### src/rtl/sysid_check_master.sv
// sysid_check_master
// Avalon-MM read master that reads the system-ID slave (word 0 = ID, word 1 = build timestamp)
// and compares both words against the expected image identity. One check runs per accepted
// start pulse. Every read has a cycle timeout and a bounded number of retries.
//
// Ports
//   clock, reset        system clock, synchronous active-high reset
//   start               begin a check (sampled only while idle)
//   avm_*               Avalon-MM read master towards the sysid slave
//   busy                high while a check is in progress (any state but idle)
//   done                one-cycle pulse at the end of every check
//   pass                both words matched; held until the next start
//   timeout_err         a read ran out of retries; held until the next start
//   id_value            captured word 0; held until the next start
//   timestamp_value     captured word 1; held until the next start
module sysid_check_master #(
  parameter logic [31:0] EXPECTED_ID        = 32'h0000_0000,
  parameter logic [31:0] EXPECTED_TIMESTAMP = 32'd1463451056,
  parameter int unsigned TIMEOUT_CYCLES     = 255,
  parameter int unsigned MAX_RETRIES        = 3
) (
  input  logic        clock,
  input  logic        reset,
  input  logic        start,
  output logic        avm_address,
  output logic        avm_read,
  input  logic        avm_waitrequest,
  input  logic [31:0] avm_readdata,
  input  logic        avm_readdatavalid,
  output logic        busy,
  output logic        done,
  output logic        pass,
  output logic        timeout_err,
  output logic [31:0] id_value,
  output logic [31:0] timestamp_value
);

  localparam int unsigned TmoW = $clog2(TIMEOUT_CYCLES + 1);
  // Keep the retry counter at least one bit wide so MAX_RETRIES = 0 still elaborates.
  localparam int unsigned RtyW = (MAX_RETRIES > 0) ? $clog2(MAX_RETRIES + 1) : 1;
  localparam logic [TmoW-1:0] TmoLimit = TmoW'(TIMEOUT_CYCLES);
  localparam logic [RtyW-1:0] RtyLimit = RtyW'(MAX_RETRIES);

  typedef enum logic [2:0] {
    StIdle,
    StReqId,
    StWaitId,
    StReqTs,
    StWaitTs,
    StCheck,
    StDone
  } state_e;

  state_e          state_q, state_d;
  logic [TmoW-1:0] tmo_q, tmo_d;
  logic [RtyW-1:0] rty_q, rty_d;
  logic            pass_q, pass_d;
  logic            terr_q, terr_d;
  logic [31:0]     id_q, id_d;
  logic [31:0]     ts_q, ts_d;

  logic is_ts;
  logic is_req;
  logic tmo_hit;

  assign is_ts   = (state_q == StReqTs) || (state_q == StWaitTs);
  assign is_req  = (state_q == StReqId) || (state_q == StReqTs);
  assign tmo_hit = (tmo_q == TmoLimit);

  always_comb begin
    state_d     = state_q;
    tmo_d       = tmo_q;
    rty_d       = rty_q;
    pass_d      = pass_q;
    terr_d      = terr_q;
    id_d        = id_q;
    ts_d        = ts_q;
    avm_read    = 1'b0;
    avm_address = 1'b0;

    unique case (state_q)
      StIdle: begin
        if (start) begin
          state_d = StReqId;
          tmo_d   = '0;
          rty_d   = '0;
          pass_d  = 1'b0;
          terr_d  = 1'b0;
          id_d    = '0;
          ts_d    = '0;
        end
      end

      StReqId, StReqTs, StWaitId, StWaitTs: begin
        avm_address = (state_q == StReqTs);
        // Counter saturates at the limit; the limit cycle itself is the abort cycle.
        tmo_d = tmo_hit ? tmo_q : tmo_q + 1'b1;
        if (tmo_hit) begin
          // Abort: read stays low this cycle, then retry the same word or give up.
          if (rty_q < RtyLimit) begin
            rty_d   = rty_q + 1'b1;
            tmo_d   = '0;
            state_d = is_ts ? StReqTs : StReqId;
          end else begin
            terr_d  = 1'b1;
            pass_d  = 1'b0;
            state_d = StDone;
          end
        end else if (is_req) begin
          avm_read = 1'b1;
          if (!avm_waitrequest) begin
            state_d = is_ts ? StWaitTs : StWaitId;
          end
        end else if (avm_readdatavalid) begin
          rty_d = '0;
          if (is_ts) begin
            ts_d    = avm_readdata;
            state_d = StCheck;
          end else begin
            id_d    = avm_readdata;
            tmo_d   = '0;
            state_d = StReqTs;
          end
        end
      end

      StCheck: begin
        pass_d  = (id_q == EXPECTED_ID) && (ts_q == EXPECTED_TIMESTAMP);
        state_d = StDone;
      end

      StDone: begin
        state_d = StIdle;
      end

      default: begin
        state_d = StIdle;
      end
    endcase
  end

  always_ff @(posedge clock) begin
    if (reset) begin
      state_q <= StIdle;
      tmo_q   <= '0;
      rty_q   <= '0;
      pass_q  <= 1'b0;
      terr_q  <= 1'b0;
      id_q    <= '0;
      ts_q    <= '0;
    end else begin
      state_q <= state_d;
      tmo_q   <= tmo_d;
      rty_q   <= rty_d;
      pass_q  <= pass_d;
      terr_q  <= terr_d;
      id_q    <= id_d;
      ts_q    <= ts_d;
    end
  end

  assign busy            = (state_q != StIdle);
  assign done            = (state_q == StDone);
  assign pass            = pass_q;
  assign timeout_err     = terr_q;
  assign id_value        = id_q;
  assign timestamp_value = ts_q;

endmodule

### config.mk
export PLATFORM = sky130hd
export DESIGN_NAME = sysid_check_master
export DESIGN_NICKNAME = d
export VERILOG_FILES = /design/src/rtl/sysid_check_master.sv
export SDC_FILE = /design/constraint.sdc
export NUM_CORES = 1
export LEC_CHECK = 0
export CAP_MARGIN = 20
export CELL_PAD_IN_SITES_DETAIL_PLACEMENT = 0
export CELL_PAD_IN_SITES_GLOBAL_PLACEMENT = 2
export CORE_ASPECT_RATIO = 1.4
export CORE_UTILIZATION = 25
export DETAILED_ROUTE_END_ITERATION = 10
export PLACE_DENSITY = 0.87
export SETUP_SLACK_MARGIN = 0.1
export SLEW_MARGIN = 20
export SYNTH_ARGS = -nofsm -noshare
export SYNTH_HDL_FRONTEND = slang
export SYNTH_SLANG_ARGS = --single-unit
### constraint.sdc
create_clock -name clock -period 1.95 [get_ports clock]
set_input_delay 0.4875 -clock clock [delete_from_list [all_inputs] [get_ports clock]]
set_output_delay 0.4875 -clock clock [all_outputs]
set_load 0.01 [all_outputs]
==> results of run 1 <==
[through the flow]
step	utilization, %	cells	instance area [um2]	power, mW
after floorplan	-	428	3735	2.209
after global placement	37.16	751	5368	2.658
after detailed placement	37.16	751	5368	2.661
after CTS	40.05	773	5784	4.420
after global routing	40.38	775	5833	4.586
final	40.38	775	5833	4.396
[sequential cells by signal, indices dropped and copies added (netlist names)]
register and cells:
timeout_err 1, tmo_q 8, timestamp_value 32, id_value 32
pass 1, rty_q 2, state_q 3
[critical path: stages, from the launching register on]
cell and delay, ns:
dfxtp_2 0.34, ha_4 0.18, nand4_4 0.08, nor2_4 0.06, buf_6 0.14, or3_4 0.38
or3b_2 0.47, a21oi_1 0.12
[cell families (layout without fill, tap and decap cells)]
logic type / count (synthesis) / in the layout / synth area share (%)
AND/OR/NAND/NOR: 198 / 201 / 30.96
AO/OA/AOI/OAI: 107 / 107 / 20.38
flip-flops: 79 / 79 / 42.86
buffers and inverters: 39 / 194 / 4.272
adder cells (fa/ha/maj): 4 / 4 / 1.221
multiplexers: 1 / 1 / 0.3052
[final cells by class]
cell class / count / share of cell area, %
clock buffer: 9 / 3.861
clock inverter: 7 / 1.373
inverter: 4 / 0.2574
multi-input combinational: 313 / 35.33
sequential: 79 / 27.54
tap: 189 / 4.054
timing repair buffer: 174 / 27.58
[power by group]
part           total [mW]  switching (mW)  internal [mW]
logic               0.951           0.480          0.471
clock network        1.73           0.724           1.01
registers            1.71          0.0569           1.66
total                4.40            1.26           3.14
[metal layers]
metal / global-route usage [%] / up-vias / part of all wire, %
met5: 0 / - / 0
met4: 5.141 / 0 / 1.1
met3: 2.105 / 12 / 3.8
met2: 31.39 / 122 / 52
met1: 22.40 / 1868 / 43
li1: - / 1868 / -
[timing repair]
item / in CTS / in global routing
setup buffers: 3 / 2
setup endpoints to repair: 31 / 25
resized for setup: 36 / 18
gates cloned: 3 / 0
pin swaps: 5 / 5
[layout by cell type, fill, tap and decap left out, types with 3 or more instances in the layout]
cell	instances
o32ai_1	3
dfxtp_4	3
or3b_1	24
a2bb2oi_1	34
buf_12	3
or3b_4	5
dfxtp_2	11
clkbuf_16	9
a21oi_1	41
nand3_1	4
dlygate4sd2_1	3
nand2_1	47
dfxtp_1	65
nand4_1	8
or3_4	6
and3_1	6
dlymetal6s2s_1	6
nor2_1	44
nor4_1	8
nor3_1	7
a21o_1	3
nand2b_1	19
o21ai_1	3
clkdlybuf4s50_1	94
buf_4	64
o21ai_0	4
[final timing paths]
check | slack, ns | start | endpoint | cells past startpoint
max | 0.11 | tmo_q[1]$_SDFFE_PP0P_ | id_value[15]$_SDFFE_PP0P_ | 7
min | 0.48 | id_value[30]$_SDFFE_PP0P_ | id_value[30]$_SDFFE_PP0P_ | 2
max reg2reg | 0.11 | tmo_q[1]$_SDFFE_PP0P_ | id_value[15]$_SDFFE_PP0P_ | 7
min reg2reg | 0.48 | id_value[30]$_SDFFE_PP0P_ | id_value[30]$_SDFFE_PP0P_ | 2
==> metrics, run 1 <==
Sum Neg Setup Slack 0 ns; post-synth top area share 42.86%; area of the mapped netlist 0.003690 mm2; Routed wire per std cell 17.39 um; Avg Vias per Cell about 5.0; outcome completed; final hold vios 0; Longest Clk Path Bufs 2; die footprint 0.01526 mm2; Seq cells post-synth a little under 80; Setup crit end kind register; layout cells sized above 1 22.70%; Tmin final approximately 1.8 ns; CTS Sinks 79; critical path peak fanout 9; Initial Utilization 25.55%; Fin Clk Skew 0.007292 ns; Yosys warnings 0; Final Max Tran Viols 0; unrepaired setup endpoints after global routing true; GRT overflow 0; register area approximately 0.0016 mm2; PortBufs 106; Post-DP HPWL roughly 9700 um; area of the multi-input gates ~0.002 mm2; die height approximately 150 um; number of global-route vias before repair approximately 3800; CP Class reg -> reg; clock latency on the worst-skew pair ~0.33 ns; Synth Flop Type dfxtp_1; Yosys top cell by area dfxtp_1; count of different cell masters after synthesis 57; most common cell in the netlist dfxtp_1; Cell Pwr Density about 750 mW/mm2; CTS H-tree lvls 3; P&R area growth vs syn 58.09%; initial antenna violation count 0; number of filler cells placed in the layout 1459; synth cell count leaders 79 x dfxtp_1, 48 x nand2_1, 44 x nor2_1; Final period util a little over nine tenths; max frequency around 540 MHz; Mapped Nets 467; row count 52; relative slew slack around three fifths; ANT cells 0; Clock transition at path regs approximately 0.060 ns; core box area ~0.014 mm2; worst hold margin 0.4777 ns; clock root cell clkbuf_16; via count about 3900; Die X roughly 100 um; post-synthesis cell count around 430; Worst VDD drop between 400 and 500 uV; first-pass GRT wire length about 21000 um; largest net degree at the start of global routing 52; Pleak around 2.3 nW; worst path arrival time between 2 and 2.5 ns; Post-CTS Hold Buffers 0; last weighted congestion value of the routability-driven placer slightly below 0.9; I/O pins around 110; Final nets 620; CTS tree built; DRC Markers 0; final antenna-violating net count 0; worst hold path class reg -> reg; Async S/R FF share, synth 0%; Synth Area per Inst between 8 and 9 um2; dpl ws -0.3351 ns; GRT Util Overall between 15 and 20%; CTS buffer count 9; Initial DRC Count approximately 250; final worst slack 0.1097 ns; MaxCap Viol Count 0; total wire length about 13000 um; CP startpoint kind register; post-synthesis sequential area ratio between 40 and 50%; Pre-antenna DRT Iters 5; Crit path required time 2.21 ns; worst-margin pin slew ~0.58 ns; Post-synth EDFFs 0; top post-synthesis cells by area dfxtp_1 43%, a2bb2oi_1 8.1%, a21oi_1 5.8%, or3b_1 5.7%, nand2_1 4.9%; Final setup viols 0
Note: power is estimated with default switching activity, not from simulation.
==> run 2, diff against run 1 <==
- HOLD_SLACK_MARGIN: not set -> 0.02
==> results of run 2 <==
No change in the layout: final DEF, timing and power equal those of run 1.
==> run 3, diff against run 2 <==
- CORE_MARGIN: not set -> 2
==> metrics, run 3 (synthesis gave the netlist of run 1 again) <==
die footprint 0.01576 mm2 (+3.3%); Final setup viols 0 (unchanged); final antenna-violating net count 0 (unchanged); met2 Use GR 29.52% (-1.9 points); most frequent cells in the layout 88 x clkdlybuf4s50_1, 65 x dfxtp_1, 62 x buf_4, 48 x nand2_1, 44 x nor2_1; Avg Vias per Cell 4.972 (-0.44%); worst r2r src tmo_q[1]$_SDFFE_PP0P_; global route hottest layer met2; switching portion of total power 28.08% (-0.59 points); unrepaired setup endpoints after global routing true; Final nets 620 (unchanged); sequential power share 38.8% (-0.2 points); Initial Utilization 25.55% (unchanged); worst path arrival time 2.13 ns (+0.03 ns); Post-DP HPWL 9870 um (+2.0%); Final period util 95.66% (+1.3 points); NetSw 1.236 mW (-1.9%); clock latency on the worst-skew pair 0.34 ns (about the same); Worst VDD drop 371.6 uV (-14%); Hold Startpoint id_value[12]$_SDFFE_PP0P_; Pleak 2.323 nW (+2.9%); commonest non-fill, non-tap cell in the layout clkdlybuf4s50_1; dpl cells 750 (-0.13%); Clk network pwr share 39.1% (-0.3 points); critical path peak fanout 10 (+1); Initial DRC Count 171 (-31%); Tmin final 1.865 ns (+0.02500 ns); Design Area, Final 0.005883 mm2 (+0.86%); die height 147.7 um (+1.4%); outcome completed; GRT Util Overall 16.89% (-0.82 points); reg2reg path depth 7 (unchanged); P&R area growth vs syn 59.44%; Longest Clk Path Bufs 2 (unchanged); CP startpoint kind register; ANT cells 0 (unchanged); Post-CTS Hold Buffers 0 (unchanged); clock root cell clkbuf_16; initial antenna violation count 0 (unchanged); worst hold path class reg -> reg; max frequency 536.1 MHz (-1.3%); crit path launch tmo_q[1]$_SDFFE_PP0P_; Crit path required time 2.22 ns (about the same); Setup crit end kind register; via count 3853 (-0.44%); CTS Sinks 79 (unchanged); PortBufs 106 (unchanged); DRC Markers 0 (unchanged); relative slew slack 69.09% (+7.9 points); Final Max Tran Viols 0 (unchanged); layout cells sized above 1 24.57% (+1.9 points); first-pass GRT wire length 20570 um (-2.7%); DP Area 0.005348 mm2 (-0.37%); last weighted congestion value of the routability-driven placer 0.8643 (-1.8%); Combinational Power Share 22.0% (+0.4 points); CTS buffer count 9 (unchanged); Cell Int Power 3.166 mW (+0.96%); final hold vios 0 (unchanged); CP Class reg -> reg; Non-Filler Instances 775 (unchanged); GRT met3 Usage 2.557% (+0.45 points); I/O pins 107 (unchanged); Hold Crit Depth 2 (unchanged); number of global-route vias before repair 3777 (+0.40%); row count 52 (unchanged); Cell Pwr Density 748.3 mW/mm2 (-0.71%); CTS tree built; Die X 106.7 um (+1.9%); Clock transition at path regs 0.06 ns (about the same); total wire length 13840 um (+2.7%); Fin Clk Skew 0.006403 ns (-0.0008894 ns); grt met1 use 20.59% (-1.8 points); GRT overflow 0 (unchanged); MaxCap Viol Count 0 (unchanged); worst-margin pin slew 0.4594 ns (-0.1231 ns); largest net degree at the start of global routing 81 (+56%); Routed wire per std cell 17.86 um (+2.7%); CTS H-tree lvls 3 (unchanged); core box area 0.01444 mm2 (unchanged); Pre-antenna DRT Iters 4 (-1); final core occ 40.73% (+0.35 points)
==> run 3: routing by layer <==
metal / vias to the layer above / share of wire [%]
li1: 1875 / -
met1: 1850 / 41
met2: 109 / 53
met3: 19 / 3.7
met4: 0 / 2.0
met5: - / 0
==> run 3: critical path, stage by stage, from the launching register on <==
cell and delay, ns:
dfxtp_4 0.36, ha_4 0.17, nand4_4 0.08, nor2_4 0.06, buf_6 0.13, or3_4 0.47
or3b_4 0.40, a21oi_2 0.12
==> run 3: cell type report <==
type | count | area, um2
timing repair buffer | 173 | 1600
clock inverter | 6 | 70.07
fill | 1474 | 8561
clock buffer | 10 | 239.0
inverter | 4 | 15.01
tap | 189 | 236.5
sequential | 79 | 1609
multi-input combinational | 314 | 2113
==> run 3: repair_timing <==
action | CTS | global route
gates cloned | 0 | 4
pin swaps | 8 | 27
setup buffers | 4 | 1
setup endpoints to repair | 20 | 53
resized for setup | 36 | 42
==> run 3: power by group through the flow <==
stage                     registers [mW]  logic (mW)  clock network, mW
after CTS                           1.71       0.931               1.77
after global routing                1.71        1.04               1.83
after detailed placement            1.74       0.903                  0
after floorplan                     1.73       0.478                  0
final                               1.71       0.970               1.72
after global placement              1.74       0.896                  0
==> run 3: per-stage QoR <==
step                      setup TNS [ns]  total power, mW  setup WS [ns]  hold WS, ns
after CTS                              0            4.411       0.005236       0.4820
after floorplan                        0            2.209         0.1314       0.4534
after global routing                   0            4.583        0.04790       0.5012
after global placement            -11.42            2.638        -0.3327       0.4570
final                                  0            4.402        0.08465       0.4814
after detailed placement          -9.749            2.647        -0.3144       0.4711
==> run 3: final timing paths <==
kind | to | slack, ns
worst min register to register | id_value[12]$_SDFFE_PP0P_ | 0.48
worst min-delay path | id_value[12]$_SDFFE_PP0P_ | 0.48
worst max-delay path | id_value[15]$_SDFFE_PP0P_ | 0.08
worst max register to register | id_value[15]$_SDFFE_PP0P_ | 0.08
